<file path="config.mk">
export PLATFORM = sky130hd
export DESIGN_NAME = uart_rx_8n1
export DESIGN_NICKNAME = d
export VERILOG_FILES = /design/src/rtl/uart_rx_8n1.sv
export SDC_FILE = /design/constraint.sdc
export NUM_CORES = 1
export LEC_CHECK = 0
export BUFFER_PORTS_ARGS = -buffer_cell sky130_fd_sc_hd__buf_2
export CAP_MARGIN = 40
export CORE_ASPECT_RATIO = 1.2
export CORE_UTILIZATION = 25
export CTS_BUF_LIST = sky130_fd_sc_hd__clkbuf_4 sky130_fd_sc_hd__clkbuf_8
export CTS_CLUSTER_DIAMETER = 80
export DETAILED_ROUTE_END_ITERATION = 10
export SYNTH_ARGS = -nofsm -noshare
export SYNTH_HDL_FRONTEND = slang
export SYNTH_SLANG_ARGS = --single-unit
</file>
<file path="constraint.sdc">
create_clock -name clk -period 3.3 [get_ports clk]
set_input_delay 0.33 -clock clk [delete_from_list [all_inputs] [get_ports clk]]
set_output_delay 0.33 -clock clk [all_outputs]
set_load 0.01 [all_outputs]
</file>
<file path="src/rtl/uart_rx_8n1.sv">
// 8N1 UART receiver with OVERSAMPLE clocks per bit, mid-bit sampling,
// start-glitch rejection and a break state that swallows a held-low line.
module uart_rx_8n1 #(
  parameter int OVERSAMPLE = 16
) (
  input  logic       clk,
  input  logic       rst_n,
  input  logic       rx,
  output logic [7:0] rxbyte,
  output logic       rxdone,
  output logic       framing_err,
  output logic       busy
);
  localparam int CW = $clog2(OVERSAMPLE);
  localparam logic [CW-1:0] CNT_HALF = CW'(OVERSAMPLE/2 - 1);
  localparam logic [CW-1:0] CNT_FULL = CW'(OVERSAMPLE - 1);

  typedef enum logic [2:0] {IDLE, START, DATA, STOP, BREAK} state_t;

  state_t        state;
  logic [CW-1:0] cnt;
  logic [2:0]    bidx;
  logic [7:0]    shreg;
  logic [1:0]    sync;
  logic          rx_s;

  // Reset to idle-high so a line released from reset never looks like a start bit
  always_ff @(posedge clk) begin
    if (!rst_n) sync <= 2'b11;
    else        sync <= {sync[0], rx};
  end
  assign rx_s = sync[1];

  always_ff @(posedge clk) begin
    if (!rst_n) begin
      state       <= IDLE;
      cnt         <= '0;
      bidx        <= '0;
      shreg       <= '0;
      rxbyte      <= '0;
      rxdone      <= 1'b0;
      framing_err <= 1'b0;
      busy        <= 1'b0;
    end else begin
      rxdone      <= 1'b0;
      framing_err <= 1'b0;
      case (state)
        IDLE: begin
          if (!rx_s) begin
            state <= START;
            cnt   <= '0;
            busy  <= 1'b1;
          end
        end
        // Re-check the line half a bit in; a high here was only a glitch
        START: begin
          if (cnt == CNT_HALF) begin
            cnt <= '0;
            if (!rx_s) begin
              state <= DATA;
              bidx  <= '0;
            end else begin
              state <= IDLE;
              busy  <= 1'b0;
            end
          end else begin
            cnt <= cnt + 1'b1;
          end
        end
        DATA: begin
          if (cnt == CNT_FULL) begin
            cnt   <= '0;
            shreg <= {rx_s, shreg[7:1]};
            if (bidx == 3'd7) state <= STOP;
            else              bidx  <= bidx + 3'd1;
          end else begin
            cnt <= cnt + 1'b1;
          end
        end
        STOP: begin
          if (cnt == CNT_FULL) begin
            cnt <= '0;
            if (rx_s) begin
              rxbyte <= shreg;
              rxdone <= 1'b1;
              state  <= IDLE;
              busy   <= 1'b0;
            end else begin
              framing_err <= 1'b1;
              state       <= BREAK;
            end
          end else begin
            cnt <= cnt + 1'b1;
          end
        end
        BREAK: begin
          if (rx_s) begin
            state <= IDLE;
            busy  <= 1'b0;
          end
        end
        default: begin
          state <= IDLE;
          busy  <= 1'b0;
        end
      endcase
    end
  end
endmodule

</file>
# Word-level counts from Yosys, hierarchy flattened
# Cells that the tools add are included.
# op_classes
n_addsub	2
n_eq_ne	15
mux	25
bitwise_logic	1
reduce_logical	11
# ops
cell	count
$mux W3	11
$ne A2 B2 Y1 const B	8
$pmux W3 S5	1
$mux W4	3
$pmux W4 S3	1
$eq A3 B2 Y1 const B	2
$eq A3 B3 Y1 const B	2
$mux W1	6
$pmux W3 S2	1
$reduce_and A3 Y1	2
$reduce_and A6 Y1	1
$pmux W1 S5	1
$reduce_and A5 Y1	1
$add A4 B1 Y4 const B	1
$eq A4 B3 Y1 const B	1
$eq A4 B4 Y1 const B	1
$reduce_and A2 Y1	2
$reduce_and A4 Y1	1
$add A3 B1 Y3 const B	1
$eq A3 B1 Y1 const B	1
$logic_not A3 Y1	1
$reduce_bool A3 Y1	1
$mux W2	1
$reduce_bool A2 Y1	1
2 further kinds	2
# totals
register_bits	31
input_bits	3
out_inout_bits	11

# Logic depth before layout (Yosys ltp)
# depth
depth_word	4
mapped_depth	5
ltp_nobuf	5

# Worst setup path before layout
# No wires, ideal clock.
# synth_timing
kind	flip-flop to flip-flop
from	register bidx[0]
to	register bidx[0]
arrival_ps	1496
slack_ps	1673
path_stages_with_launch	6
period_less_slack_ps	1627
cell_sequence	dfxtp_1 > ha_1 > ha_1 > or4bb_1 > a211oi_2 > o22ai_1
# synth_via
elab_chain_cells	4
# synth_lines
item	line_no	source
start: declaration	22	logic [2:0] bidx;
start signal: assignment	75	else bidx <= bidx + 3'd1;
$add A3 B1 Y3	75	
$mux W3	74	if (bidx == 3'd7) state <= STOP;
$mux W3	71	if (cnt == CNT_FULL) begin
$pmux W3 S2	47	case (state)
# Several ways; a longest one is shown, not always the timed one. The select of a mux whose other input is x is not followed.
# A chain may end at the register's enable or synchronous reset.

# Worst setup path in the final report
# layout_timing
from	register cnt[0]
to	register bidx[2]
# layout_via
elab_chain_cells	3
# layout_lines
item	line_no	source
start: declaration	21	logic [CW-1:0] cnt;
start signal: assignment	67	cnt <= cnt + 1'b1;
start signal: assignment	77	cnt <= cnt + 1'b1;
start signal: assignment	93	cnt <= cnt + 1'b1;
$eq A4 B4 Y1 or $eq A4 B3 Y1 (tied branches)	71, 57	
$ne A2 B2 Y1 (no line)	--	
$reduce_and A5 Y1 (no line) *	--	
# Every way passes the cells marked *; elsewhere a longest branch is shown, timed or not.

==> impl_metrics.py <==
metrics = {
    "run_status": {
        "outcome": "finished clean",
    },
    "power": {
        "switching_share_pct": 21.1,
        "p_int_w": 0.000548,
        "seqPwrFrac_pct": 55.1,
        "power.leakage_nw": 0.542,
        "power.density_nw_per_um2": 448,
        "pwr-share-comb_pct": 2.9,
        "switching_power_w": 0.000147,
        "power_w": 0.000694,
        "vdd.ir_drop.worst_mv": 0.212,
        "clockPowerShare_pct": 42.1,
    },
    "die": {
        "core_area_um2": 5300,
        "floorplan.initialDensity_pct": 25.9,
        "fp-row-count": 29,
        "die_w_um": 69.7,
        "die_h_um": 83.2,
        "die-area_um2": 5800,
        "ios": 14,
    },
    "finish": {
        "fin_area_um2": 1550,
        "num-fill-cells": 585,
        "final_nets": 173,
        "area_delta_synth_final_pct": 12.8,
        "diodes": 0,
        "final_common_cell": "dfxtp_1",
        "drive_gt1_share_pct": 15.0,
        "layout_common_cells": "dfxtp_1 (31), nand2_1 (22), o21ai_0 (14), a21oi_1 (13), buf_2 (13)",
    },
    "clock_network": {
        "clk_latency_ns": 0.28,
        "clock_sinks": 31,
        "cts.htree.levels": 2,
        "path_clk_slew_ns": 0.06,
        "tritoncts": "built",
        "cts-hold-fix-buffers": 0,
        "cts_made_buffers": 5,
        "clockRootBuffer": "clkbuf_8",
        "cts_resized": 0,
        "cts_setup_buffers": 0,
        "ctsLongestPathBuffers": 2,
    },
    "synthesis": {
        "yosysTopAreaCell": "dfxtp_1",
        "synthCells": 158,
        "synth_top_flop_cell": "dfxtp_1",
        "ys_types": 35,
        "netlist_area_um2": 1370,
        "synth.top_cell.area_share_pct": 45.2,
        "syn_area_per_cell_um2": 8.70,
        "synth_nets": 164,
        "yosys_register_bits": 31,
        "synthArstFlopShare_pct": 0,
        "yosys_warnings": 0,
        "seq_area_frac_synth_pct": 45.2,
        "synth_edf_count": 0,
        "synth_area_leaders": "dfxtp_1 (45%), mux2i_1 (6.6%), nand2_1 (6.0%)",
    },
    "setup_path": {
        "cp-end-kind": "flop",
        "critPathMaxStageDelay_ns": 0.67,
        "worstSetupStartpointType": "flop",
        "r2r_start": "cnt[0]",
        "worstSetupPathType": "reg -> reg",
        "crit_chain": "ha_1 -> nand4b_1 -> or4_1 -> o22ai_1",
        "cp_data_arrival_time_ns": 2.18,
        "required_ns": 3.51,
        "worstPathMaxFanout": 11,
        "cpMaxStageDelayCell": "or4_1",
        "crit_start": "cnt[0]",
    },
    "drt": {
        "dr.max_layer_used": "met4",
        "drtIter0Drc": 39,
        "dr_wl_met2_um": 1070,
        "route.detailed.drc": 0,
        "route.detailed.wl_per_inst_um": 11.0,
        "dr.pass1.iters": 6,
        "route.antenna.remaining_nets": 0,
        "wl_met1_um": 1280,
        "via_per_inst": 4.87,
        "vias": 1116,
        "routed_wl_um": 2530,
        "wl_met3_um": 103,
    },
    "run": {
        "cap_violations": 0,
    },
    "sta": {
        "fin_crit_ns": 1.97,
        "finalCritPeriodShare_pct": 59.6,
        "rsz0062_at_grt": "no",
        "fin_tns_setup_ns": 0,
        "worst_clock_skew_ns": 0.00517,
        "tightest_slew_ns": 0.528,
        "setup_viol": 0,
        "slew_viol_final": 0,
        "hold_viol": 0,
        "relSlewSlack_pct": 64.7,
        "max_freq_mhz": 508,
        "whs_ns": 0.230,
    },
    "hold_path": {
        "min_path_type": "in -> reg",
        "hp-start": "rx",
    },
    "placed_design": {
        "placed_area_um2": 1460,
        "hpwl_um": 1700,
        "portBuffers": 13,
        "gp_congestion": 0.738,
    },
    "global_routing": {
        "grt_pass1_wl_um": 4590,
        "grt_usage_pct": 9.91,
        "antenna_found_initial": 0,
        "grt_pass1_vias": 1025,
        "grt_max_degree": 26,
        "overflow": 0,
    },
}
## sequential cells by signal, summed over array words and instances, names as in the netlist
register     flops
bidx             3
state            3
cnt              4
rxbyte           8
rxdone           1
sync             2
shreg            8
busy             1
framing_err      1
## cell usage after synthesis (2+ instances only)
cell type  instances
nand2b_1           5
nand3_1           12
o21ai_0           14
mux2i_1            9
ha_1               3
nor3b_1            2
dfxtp_1           31
clkbuf_1           5
nor2b_1            3
a21oi_1           13
nor2_1             6
nand2_1           22
o22ai_1            4
inv_1              3
buf_2              4
o211ai_1           2
or4_1              2
## stage by stage
step	utilization, %	setup slack, ns	instances
global placement	27.6	1.42	222
CTS	29.3	1.36	229
global route	29.3	1.17	229
finish	29.3	1.33	229
detailed placement	27.6	1.37	222
floorplan	-	1.67	158
## power groups by stage
stage	logic, W	registers, W	clock network, W
floorplan	0.0000159	0.000389	0
global placement	0.0000198	0.000391	0
detailed placement	0.0000199	0.000391	0
CTS	0.0000200	0.000383	0.000304
global route	0.0000226	0.000383	0.000324
finish	0.0000198	0.000383	0.000292
## worst max-delay path: cells and delay by family, from the launching register on
kind | cells | cell delay [ns]
adders and majority gates | 1 | 0.27
DFF | 1 | 0.37
and+or+nand+nor | 2 | 1.09
AOI/OAI and AO/OA | 1 | 0.17
## cell type report
class | instances | area, um2 | share of cell area [%]
inverters | 4 | 15.0 | 0.969
well taps | 62 | 77.6 | 5.00
multi-input cells | 112 | 684 | 44.1
flip-flops and latches | 31 | 621 | 40.0
repair buffers | 13 | 65.1 | 4.20
clock buffers | 6 | 82.6 | 5.33
clock inverters | 1 | 5.00 | 0.323
## worst paths after layout
kind	slack, ns	depth (start not counted)	endpoint
hold / removal	0.23	2	sync[0]
hold reg to reg	0.40	1	sync[1]
setup reg to reg	1.33	4	bidx[2]
setup / recovery	1.33	4	bidx[2]
## cell families (layout without fill, tap and decap cells)
| group | count (synthesis) | count (layout) | synth area share (%) |
|---|---|---|---|
| simple gates | 60 | 60 | 23.2 |
| fa+ha+maj | 3 | 3 | 2.73 |
| flops | 31 | 31 | 45.2 |
| xor+xnor | 1 | 1 | 0.638 |
| mux | 9 | 9 | 6.56 |
| buf+inv | 15 | 24 | 5.01 |
| compound gates | 39 | 39 | 16.7 |
## routing by layer
layer	vias up	track usage, %
met5	-	0
met4	0	6.55
met3	5	3.16
met2	18	14.4
met1	519	12.5
li1	574	-
Power figures use the tool's default switching activity.
